File: config.mk
export PLATFORM = sky130hd
export DESIGN_NAME = lsu_exec
export DESIGN_NICKNAME = d
export VERILOG_FILES = /design/src/rtl/lsu_exec.sv
export SDC_FILE = /design/constraint.sdc
export NUM_CORES = 1
export LEC_CHECK = 0
export ABC_CLOCK_PERIOD_IN_PS = 3400
export BUFFER_PORTS_ARGS = -buffer_cell sky130_fd_sc_hd__buf_2
export CELL_PAD_IN_SITES_DETAIL_PLACEMENT = 1
export CELL_PAD_IN_SITES_GLOBAL_PLACEMENT = 1
export CORE_MARGIN = 2
export CORE_UTILIZATION = 38
export CTS_CLUSTER_SIZE = 10
export DETAILED_ROUTE_END_ITERATION = 6
export PLACE_DENSITY_LB_ADDON = 0.1
export SYNTH_ARGS = -nofsm -noshare
export SYNTH_HDL_FRONTEND = slang
export SYNTH_SLANG_ARGS = --single-unit
File: constraint.sdc
create_clock -name clk_i -period 3.4 [get_ports clk_i]
set_input_delay 0.34 -clock clk_i [delete_from_list [all_inputs] [get_ports clk_i]]
set_output_delay 0.34 -clock clk_i [all_outputs]
set_load 0.01 [all_outputs]
File: src/rtl/lsu_exec.sv
// lsu_exec -- load/store execution unit, one operation in flight.
//
// Takes a LOAD/STORE from issue, forms ea = base + offset, checks
// alignment and legality, performs one access on a single-port
// req/gnt/rvalid memory interface, and returns a load result or store
// completion (or an exception) to writeback.
//
// Ports:
//   clk_i, rst_i                  clock, synchronous active-high reset
//   op_valid_i / op_ready_o       issue handshake
//   op_i, base_i, offset_i,
//   sdata_i, trans_id_i           operation, rs1, imm, rs2, scoreboard id
//   mem_req_o / mem_gnt_i         memory request handshake
//   mem_addr_o, mem_we_o,
//   mem_be_o, mem_wdata_o         doubleword address, write flag, lanes, data
//   mem_rvalid_i, mem_rdata_i     load return
//   res_valid_o / res_ready_i     writeback handshake
//   res_trans_id_o, res_data_o,
//   res_ex_o, res_ex_cause_o      result id, data, exception flag and cause
//
// Build option: define LSU_ADDR_REG_EN to insert an AGEN state that
// registers the effective address before the alignment check and lane
// generation (adds one cycle to every path).

module lsu_exec #(
    parameter int unsigned XLEN       = 64,
    parameter int unsigned TRANS_ID_W = 3
) (
    input  logic                  clk_i,
    input  logic                  rst_i,
    input  logic                  op_valid_i,
    output logic                  op_ready_o,
    input  logic [3:0]            op_i,
    input  logic [XLEN-1:0]       base_i,
    input  logic [XLEN-1:0]       offset_i,
    input  logic [XLEN-1:0]       sdata_i,
    input  logic [TRANS_ID_W-1:0] trans_id_i,
    output logic                  mem_req_o,
    input  logic                  mem_gnt_i,
    output logic [XLEN-1:0]       mem_addr_o,
    output logic                  mem_we_o,
    output logic [7:0]            mem_be_o,
    output logic [XLEN-1:0]       mem_wdata_o,
    input  logic                  mem_rvalid_i,
    input  logic [XLEN-1:0]       mem_rdata_i,
    output logic                  res_valid_o,
    input  logic                  res_ready_i,
    output logic [TRANS_ID_W-1:0] res_trans_id_o,
    output logic [XLEN-1:0]       res_data_o,
    output logic                  res_ex_o,
    output logic [1:0]            res_ex_cause_o
);

    typedef enum logic [2:0] {IDLE, AGEN, REQ, WAIT, RESP} state_e;

    state_e                  state_q, state_d;
    logic [3:0]              op_q;
    logic [TRANS_ID_W-1:0]   tid_q;
    logic [XLEN-1:0]         addr_q;
    logic [7:0]              be_q;
    logic [XLEN-1:0]         wdata_q;
    logic [2:0]              b_q;
    logic                    ex_q;
    logic [1:0]              cause_q;
    logic [XLEN-1:0]         data_q;

    // Address-generation sources: live inputs, or registered copies when
    // the AGEN stage is built in.
    logic [3:0]              ag_op;
    logic [XLEN-1:0]         ag_ea;
    logic [XLEN-1:0]         ag_sdata;
    logic                    cap_agen;

`ifdef LSU_ADDR_REG_EN
    logic [XLEN-1:0]         ea_q;
    logic [XLEN-1:0]         sdata_q;

    assign ag_op    = op_q;
    assign ag_ea    = ea_q;
    assign ag_sdata = sdata_q;
    assign cap_agen = (state_q == AGEN);
`else
    assign ag_op    = op_i;
    assign ag_ea    = base_i + offset_i;
    assign ag_sdata = sdata_i;
    assign cap_agen = (state_q == IDLE) && op_valid_i;
`endif

    logic [2:0]              ag_b;
    logic [XLEN-1:0]         ag_addr;
    logic [7:0]              ag_be;
    logic [XLEN-1:0]         ag_wdata;
    logic                    ag_illegal;
    logic                    ag_misal;
    logic                    ag_ex;
    logic [1:0]              ag_cause;

    always_comb begin
        ag_b       = ag_ea[2:0];
        ag_addr    = {ag_ea[XLEN-1:3], 3'b000};
        // Legal codes: loads 0..6, stores 8..11.
        ag_illegal = ag_op[3] ? ag_op[2] : (ag_op == 4'd7);
        ag_be      = '0;
        ag_misal   = 1'b0;
        case (ag_op[1:0])
            2'd0:    ag_be = 8'h01;
            2'd1:    begin ag_be = 8'h03; ag_misal = ag_b[0];     end
            2'd2:    begin ag_be = 8'h0F; ag_misal = |ag_b[1:0];  end
            default: begin ag_be = 8'hFF; ag_misal = |ag_b;       end
        endcase
        ag_be    = ag_be << ag_b;
        ag_wdata = ag_sdata << {ag_b, 3'b000};
        ag_ex    = ag_illegal | ag_misal;
        if (ag_illegal)
            ag_cause = 2'd3;
        else if (ag_misal)
            ag_cause = ag_op[3] ? 2'd2 : 2'd1;
        else
            ag_cause = 2'd0;
    end

    // Load extraction: move lane b down to bit 0, then sign/zero extend.
    logic [XLEN-1:0] ld_shift;
    logic [XLEN-1:0] ld_data;
    logic            ld_sign;

    always_comb begin
        ld_shift = mem_rdata_i >> {b_q, 3'b000};
        ld_sign  = 1'b0;
        ld_data  = ld_shift;
        case (op_q[1:0])
            2'd0: begin
                ld_sign = ~op_q[2] & ld_shift[7];
                ld_data = {{(XLEN-8){ld_sign}}, ld_shift[7:0]};
            end
            2'd1: begin
                ld_sign = ~op_q[2] & ld_shift[15];
                ld_data = {{(XLEN-16){ld_sign}}, ld_shift[15:0]};
            end
            2'd2: begin
                ld_sign = ~op_q[2] & ld_shift[31];
                ld_data = {{(XLEN-32){ld_sign}}, ld_shift[31:0]};
            end
            default: ld_data = ld_shift;
        endcase
    end

    always_ff @(posedge clk_i) begin
        if (rst_i)
            state_q <= IDLE;
        else
            state_q <= state_d;
    end

    always_comb begin
        state_d     = state_q;
        op_ready_o  = 1'b0;
        mem_req_o   = 1'b0;
        res_valid_o = 1'b0;
        case (state_q)
            IDLE: begin
                op_ready_o = 1'b1;
                if (op_valid_i) begin
`ifdef LSU_ADDR_REG_EN
                    state_d = AGEN;
`else
                    state_d = ag_ex ? RESP : REQ;
`endif
                end
            end
            AGEN: state_d = ag_ex ? RESP : REQ;
            REQ: begin
                mem_req_o = 1'b1;
                if (mem_gnt_i)
                    state_d = op_q[3] ? RESP : WAIT;
            end
            WAIT: begin
                if (mem_rvalid_i)
                    state_d = RESP;
            end
            RESP: begin
                res_valid_o = 1'b1;
                if (res_ready_i)
                    state_d = IDLE;
            end
            default: state_d = IDLE;
        endcase
    end

    always_ff @(posedge clk_i) begin
        if (rst_i) begin
            op_q    <= '0;
            tid_q   <= '0;
            addr_q  <= '0;
            be_q    <= '0;
            wdata_q <= '0;
            b_q     <= '0;
            ex_q    <= 1'b0;
            cause_q <= '0;
            data_q  <= '0;
`ifdef LSU_ADDR_REG_EN
            ea_q    <= '0;
            sdata_q <= '0;
`endif
        end else begin
            if (state_q == IDLE && op_valid_i) begin
                op_q   <= op_i;
                tid_q  <= trans_id_i;
                // Stores and exceptions report zero data.
                data_q <= '0;
`ifdef LSU_ADDR_REG_EN
                ea_q    <= base_i + offset_i;
                sdata_q <= sdata_i;
`endif
            end
            if (cap_agen) begin
                addr_q  <= ag_addr;
                be_q    <= ag_be;
                wdata_q <= ag_wdata;
                b_q     <= ag_b;
                ex_q    <= ag_ex;
                cause_q <= ag_cause;
            end
            if (state_q == WAIT && mem_rvalid_i)
                data_q <= ld_data;
        end
    end

    // Outputs are forced to zero outside the state that owns them.
    assign mem_addr_o     = (state_q == REQ)  ? addr_q  : '0;
    assign mem_be_o       = (state_q == REQ)  ? be_q    : '0;
    assign mem_wdata_o    = (state_q == REQ)  ? wdata_q : '0;
    assign mem_we_o       = (state_q == REQ)  && op_q[3];
    assign res_data_o     = (state_q == RESP) ? data_q  : '0;
    assign res_trans_id_o = (state_q == RESP) ? tid_q   : '0;
    assign res_ex_cause_o = (state_q == RESP) ? cause_q : '0;
    assign res_ex_o       = (state_q == RESP) && ex_q;

endmodule

# Yosys cells after proc, flatten, opt, wreduce, memory -nomap -nowiden

Index checks and enable logic that the tools add are counted.

Register bits: 213
Input bits: 269
Output and inout port bits: 210
Logic and storage cells: 68

$add $sub $neg: 1
Eq/ne operators: 13
Shift-type cells: 3
Multiplexer cells: 25
Bitwise logic cells: 5
Reductions and logical operators: 11

Operators by type and width:

| cell                                                                   | number |
|---|---|
| 64-bit 2-to-1 mux                                                      | 5 |
| 64-bit one-hot mux with 3 select lines                                 | 1 |
| 64-bit adder                                                           | 1 |
| 64-bit by 6-bit left shift with 64-bit output                          | 1 |
| 64-bit by 6-bit right shift with 64-bit output                         | 1 |
| 8-bit one-hot mux with 3 select lines                                  | 1 |
| 3-bit 2-to-1 mux                                                       | 7 |
| 3-bit one-hot mux with 5 select lines                                  | 1 |
| 2-bit 2-to-1 mux                                                       | 4 |
| 8-bit 2-to-1 mux                                                       | 1 |
| 2-bit != test (second input constant)                                  | 4 |
| 8-bit by 3-bit left shift with 8-bit output                            | 1 |
| 3-bit by 2-bit equality test with 1-bit output (second input constant) | 2 |
| 2-bit by 1-bit equality test with 1-bit output (second input constant) | 2 |
| 2-bit equality test (second input constant)                            | 2 |
| 4-bit by 3-bit equality test with 1-bit output (second input constant) | 1 |
| 1-bit logical AND                                                      | 4 |
| 2-bit zero test                                                        | 2 |
| 1-bit 2-to-1 mux                                                       | 4 |
| 4-bit AND reduction                                                    | 1 |
| 1-bit AND                                                              | 3 |
| 3-bit by 1-bit equality test with 1-bit output (second input constant) | 1 |
| 3-bit equality test (second input constant)                            | 1 |
| 3-bit zero test                                                        | 1 |
| other kinds (6)                                                        | 6 |

# Longest topological paths before layout

Gate-level depths: netlist of run 1.

Depth in word-level cells: 7
Mapped depth: 12
Mapped depth without buffers: 12

# Worst setup path after synthesis of run 1

No wires, ideal clock.

Kind: input to register
Start point: input port base_i[0]
End point: register addr_q[62]
Setup time: 0.122 ns
Arrival: 2.891 ns
Required time: 3.278 ns
Setup slack: 0.387 ns
Stages: 12
Path buffers: 0
Cell sequence: ha_1 -> fa_1 -> a211oi_2 -> o21ai_1 -> nand4b_1 -> a2111oi_2 -> or4_4 -> a31oi_4 -> o21ai_4 -> a31oi_2 -> mux2i_1 -> a311o_1

Word-level cells in the longest chain between the ends: 1

Ends and longest elaborated chain:

| item                 | RTL line | text |
|---|---|---|
| from (decl)          | 34       | `input logic [XLEN-1:0] base_i,` |
| 64-bit adder         | 84       | `assign ag_ea = base_i + offset_i;` |
| to (signal assigned) | 217      | `addr_q <= ag_addr;` |
| to (decl)            | 59       | `logic [XLEN-1:0] addr_q;` |

No other way between the ends.
A chain may end at the register's enable or synchronous reset.

# Worst setup path after layout of run 1

Start point: register b_q[1]
End point: register data_q[15]

Word-level cells in the longest chain between the ends: 4

Ends and longest elaborated chain:

| item                                               | RTL line | text |
|---|---|---|
| from (decl)                                        | 62       | `logic [2:0] b_q;` |
| from (signal assigned)                             | 220      | `b_q <= ag_b;` |
| 64-bit by 6-bit right shift with 64-bit output (*) | 128      | `ld_shift = mem_rdata_i >> {b_q, 3'b000};` |
| 1-bit AND                                          | 133      | `ld_sign = ~op_q[2] & ld_shift[7];` |
| 64-bit one-hot mux with 3 select lines (*)         | 131      | `case (op_q[1:0])` |
| 64-bit 2-to-1 mux (*)                              | 224      | `if (state_q == WAIT && mem_rvalid_i)` |
| to (signal assigned)                               | 225      | `data_q <= ld_data;` |
| to (decl)                                          | 65       | `logic [XLEN-1:0] data_q;` |

Every way passes the cells marked *; elsewhere a longest branch is shown, timed or not.

==> results of run 1 <==
## cell families (layout without fill, tap and decap cells)
| logic type | after synthesis | in the layout | share of synthesized area, % |
|---|---|---|---|
| AOI/OAI and AO/OA | 623 | 623 | 24.2 |
| muxes | 140 | 140 | 10.5 |
| and+or+nand+nor | 881 | 881 | 25.8 |
| DFF | 213 | 213 | 26.3 |
| xor gates and xnor gates | 49 | 49 | 2.65 |
| other | 1 | 9 | 0.0232 |
| buffers and inverters | 214 | 588 | 5.44 |
| adders and majority gates | 64 | 64 | 4.99 |
## repair_timing
action,CTS,global route
resized for setup,0,1
endpoints found under the hold margin,0,0
setup endpoints to repair,0,1
## flip-flops by register name, summed over array words and instances (netlist names)
name and cells:
data_q 64, wdata_q 64, addr_q 61, be_q 8, op_q 4, b_q 3, state_q 3, tid_q 3
cause_q 2, ex_q 1
## cell usage in the layout, fill, tap and decap left out, drive strengths merged, types with 11 or more instances in the layout
| master | n |
|---|---|
| a311oi | 18 |
| nor2b | 12 |
| xnor2 | 24 |
| o21bai | 14 |
| dfxtp | 213 |
| buf | 519 |
| a21o | 27 |
| nand2 | 307 |
| a22oi | 67 |
| a31oi | 42 |
| and2 | 213 |
| mux2 | 56 |
| clkbuf | 36 |
| mux2i | 66 |
| nor3 | 36 |
| a21oi | 202 |
| mux4 | 18 |
| nand4 | 29 |
| nand3 | 30 |
| xor2 | 25 |
| o21ai | 147 |
| ha | 63 |
| a211oi | 37 |
| o22ai | 11 |
| nor2 | 210 |
| inv | 24 |
| o21a | 12 |
| o211ai | 13 |
## metrics by stage
step	power (mW)	setup slack, ns	utilization [%]	hold slack (ns)
final	9.77	0.419	47.3	0.0211
after detailed placement	6.89	0.0164	45.1	0.442
after global routing	10.4	0.236	47.2	0.0312
after floorplan	5.57	0.387	-	0.427
after CTS	9.83	0.243	47.2	0.00188
after global placement	6.82	0.0865	45.1	0.433
## layout make-up
class	instances	area (um2)
sequential	213	4270
inverter	24	90.1
fill	5364	22100
multi-input combinational	1760	11100
clock inverter	9	106
clock buffer	36	761
antenna	6	15.0
tap	539	674
timing repair buffer	519	2780
## metal layers
| metal | GRT usage (%) | up-vias | share of wire, % |
|---|---|---|---|
| met5 | 0 | - | 0.063 |
| met3 | 3.43 | 84 | 5.0 |
| li1 | - | 8422 | - |
| met2 | 46.7 | 499 | 46 |
| met4 | 8.39 | 6 | 2.7 |
| met1 | 38.7 | 8464 | 46 |
## report_power, final
group	internal, mW	switching [mW]
Sequential	2.82	0.207
Clock	1.71	1.17
Combinational	1.37	2.49
## path summary, 6_finish.rpt
| path | endpoint | cells past startpoint |
|---|---|---|
| hold reg to reg | addr_q[6]$_SDFFE_PP0P_ | 2 |
| hold / removal | tid_q[0]$_SDFFE_PP0P_ | 3 |
| setup / recovery | data_q[15]$_SDFFE_PP0P_ | 7 |
| setup reg to reg | data_q[15]$_SDFFE_PP0P_ | 7 |
## worst max-delay path, cell delays in order, from the launching register on
cell	delay, ns
dfxtp_2	0.71
mux2i_1	0.21
nand2_1	0.10
o21ai_0	0.11
mux2i_1	0.37
nor3b_1	0.90
o21ai_0	0.29
a21oi_1	0.19
==> impl_metrics.ini, run 1 <==
[clocking]
cts_buffer_depth = 3
htreeDepth = 1
clk_pin_slew_ns = 0.06
worstSkewPairLatency_ns = 0.56
clkSinkCount = 213
post-cts-setup-buffers = 0
numCtsBuffers = 28
cts_tree = done
ctsHoldBuffers = 0
cts_root_buf = clkbuf_16

[yosys]
synth_cells = 2185
ys_ff_latch = 213
yosys-top-cells-count = 307 x nand2_1, 213 x and2_1, 213 x dfxtp_1, 210 x nor2_1, 198 x a21oi_1
ys_types = 80
synth_edf_count = 0
synth_top_area_share_pct = 26.3
ys_top_cells_by_area = dfxtp_1 26%, and2_1 8.2%, nand2_1 7.1%, a21oi_1 6.1%, ha_1 4.9%
synth_most_common_cell = nand2_1
syn_avg_cell_area_um2 = 7.41
synth-seq-area-share_pct = 26.3
synth_ff_type = dfxtp_1
syn-cell-area_um2 = 16200
yosysWarnings = 0
async_reset_ff_share_pct = 0
yosys.area.top_type = dfxtp_1

[placement]
place_hpwl_um = 49100
placed_cells = 3055
port_buffers = 475
gp_congestion = 0.938
place_area_um2 = 18900

[routing]
vias = 17500
antenna_left = 0
drc_errors = 0
drt-total-wl_um = 65000
routed_via_density = 5.63
wl_per_cell_um = 20.9
firstDrtPassIters = 5
drt_iter0_markers = 1039

[timing]
max_freq_mhz = 335
min_period_ns = 2.98
fin_skew_ns = 0.0169
setup_viol = 0
hold_violations = 0
slew-limit-headroom_pct = 16.1
slew_violations = 0
grt_setup_unrepaired = no
tns_ns = 0
finalCritPeriodShare_pct = 87.7
worst_slew_pin_slew_ns = 1.26

[grt]
antenna_found_initial = 10
grt_usage_pct = 28.3
grt_max_degree = 95
grt_overflow = 0
grt_pass1_wl_um = 99900
grt_pass1_vias = 17500

[setup_path]
crit_required_ns = 3.87
r2r_slack_ns = 0.42
arrival_ns = 3.45
worstSetupPathType = flip-flop to flip-flop
cp-end-kind = flip-flop
crit_start = b_q[1]$_SDFFE_PP0P_
path_max_fanout = 26
reg2reg_from = b_q[1]$_SDFFE_PP0P_
cp-start-kind = flip-flop

[die]
start_util_pct = 38.6
die_x_um = 210
die_y_um = 210
rows = 75
die_area_um2 = 44300
design.portCount = 479
core_area_um2 = 41900

[final_layout]
final_layout_size_suffix_gt1_share_pct = 26.4
synthToLayoutAreaGrowth_pct = 22.5
final_area_um2 = 19800
final_nets = 2879
final_cells = 3106

[power]
ir_drop_mv = 0.309
p_per_area_nw_per_um2 = 493
leakage_nw = 8.77

[outcome]
status = finished clean

[worst_hold_path]
hold_path.class = input pin to flip-flop
hp-start = trans_id_i[0]

[flow_run]
cap_violations = 0
Note: power is estimated with default switching activity, not from simulation.
==> inputs of run 2 (changes only) <==
CORE_MARGIN = not set   (was 2)
==> impl_metrics.ini, run 2 (synthesis gave the netlist of run 1 again) <==
[outcome]
status = finished clean

[grt]
antenna_found_initial = 7
grt_max_degree = 142
grt_pass1_wl_um = 101000
grt_overflow = 0
grt_usage_pct = 29.1
grt_pass1_vias = 17700

[clocking]
cts_tree = done
cts_buffer_depth = 3
numCtsBuffers = 28
htreeDepth = 1
clkSinkCount = 213
post-cts-setup-buffers = 0
worstSkewPairLatency_ns = 0.56
ctsHoldBuffers = 1
cts_root_buf = clkbuf_16
cts_resized = 0
clk_pin_slew_ns = 0.06

[final_layout]
final_util_pct = 47.3
top_regs = data_q (64), wdata_q (64), addr_q (61)
final_layout_size_suffix_gt1_share_pct = 26.5
final_nets = 2883
synthToLayoutAreaGrowth_pct = 22.7
layout_common_cells = 474 x buf_2, 306 x nand2_1, 212 x and2_1
final_common_cell = buf_2

[timing]
slew_violations = 0
hold_violations = 0
finalCritPeriodShare_pct = 86.3
slew-limit-headroom_pct = 28.1
fin_skew_ns = 0.0115
holdWs_ns = 0.0311
worst_slew_pin_slew_ns = 1.08
max_freq_mhz = 341
setup_viol = 0
grt_setup_unrepaired = no
min_period_ns = 2.93

[routing]
drt-total-wl_um = 65100
drt_iter0_markers = 1007
drc_errors = 0
vias = 17500
antenna_left = 0
wl_per_cell_um = 20.9
routed_via_density = 5.62
firstDrtPassIters = 5

[die]
core_area_um2 = 41900
start_util_pct = 38.6
design.portCount = 479
die_y_um = 208
die_area_um2 = 43400
die_x_um = 208
rows = 75

[setup_path]
crit_required_ns = 3.06
cp-end-kind = primary output
arrival_ns = 2.59
cp-start-kind = flip-flop
path_max_fanout = 73
worstSetupPathType = flip-flop to primary output

[worst_hold_path]
hold_path.class = input pin to flip-flop

[power]
leakage_nw = 8.79
p_per_area_nw_per_um2 = 492
ir_drop_mv = 0.391
power_mw = 9.78

[flow_run]
cap_violations = 0

[placement]
port_buffers = 475
place_hpwl_um = 49700
gp_congestion = 0.895
==> run 2: changes by cell type in the layout (fill, tap and decap cells not counted), moves of 2 or more <==
| cell | previous run | this run |
|---|---|---|
| buf_4 | 38 | 40 |
| bufinv_16 | 2 | 0 |
| clkbuf_8 | 3 | 6 |
| buf_12 | 5 | 7 |
| diode_2 | 6 | 3 |
==> run 2: final cells by class <==
type	count	area (um2)
Antenna cell	3	7.51
Multi-Input combinational cell	1760	11100
Inverter	24	90.1
Sequential cell	213	4270
Timing Repair Buffer	523	2830
Clock buffer	40	827
Clock inverter	6	32.5
Tap cell	539	674
Fill cell	5426	22100
==> run 2: stage by stage <==
| stage | TNS, ns | worst slack, ns | cell area, um2 | instances |
|---|---|---|---|---|
| 2_1_floorplan | 0 | 0.387 | 16200 | 2187 |
| 3_3_place_gp | 0 | 0.0941 | 19000 | 3058 |
| 3_5_place_dp | -0.00556 | -0.00556 | 19000 | 3058 |
| 4_1_cts | 0 | 0.468 | 19900 | 3105 |
| 5_1_grt | 0 | 0.295 | 19900 | 3107 |
| 6_report | 0 | 0.466 | 19900 | 3108 |
==> run 2: final timing paths <==
kind	slack (ns)	cells past startpoint	from	endpoint
max	0.47	5	state_q[1]$_SDFFE_PP0P_	mem_wdata_o[12]
min	0.03	3	trans_id_i[2]	tid_q[2]$_SDFFE_PP0P_
max reg2reg	0.61	10	b_q[0]$_SDFFE_PP0P_	data_q[62]$_SDFFE_PP0P_
min reg2reg	0.44	2	addr_q[8]$_SDFFE_PP0P_	addr_q[8]$_SDFFE_PP0P_
==> run 2: power breakdown <==
part	internal, mW	switching (mW)	total, mW
clock network	1.66	1.20	2.87
logic	1.40	2.50	3.90
registers	2.82	0.198	3.02
==> run 2: layer usage <==
metal / routed length, um / up-vias / part of all wire (%) / global-route usage (%)
li1: - / 8439 / - / -
met1: 29600 / 8407 / 46 / 39.6
met2: 30000 / 511 / 46 / 47.5
met3: 3560 / 103 / 5.5 / 3.80
met4: 1830 / 6 / 2.8 / 8.84
met5: 45 / - / 0.069 / 0
==> run 2: worst max-delay path, cell delays in order, from the launching register on <==
cell and delay (ns):
dfxtp_1 0.52, nand2b_1 0.17, nor2_4 0.50, buf_12 0.35, and2_1 0.27, buf_2 0.16
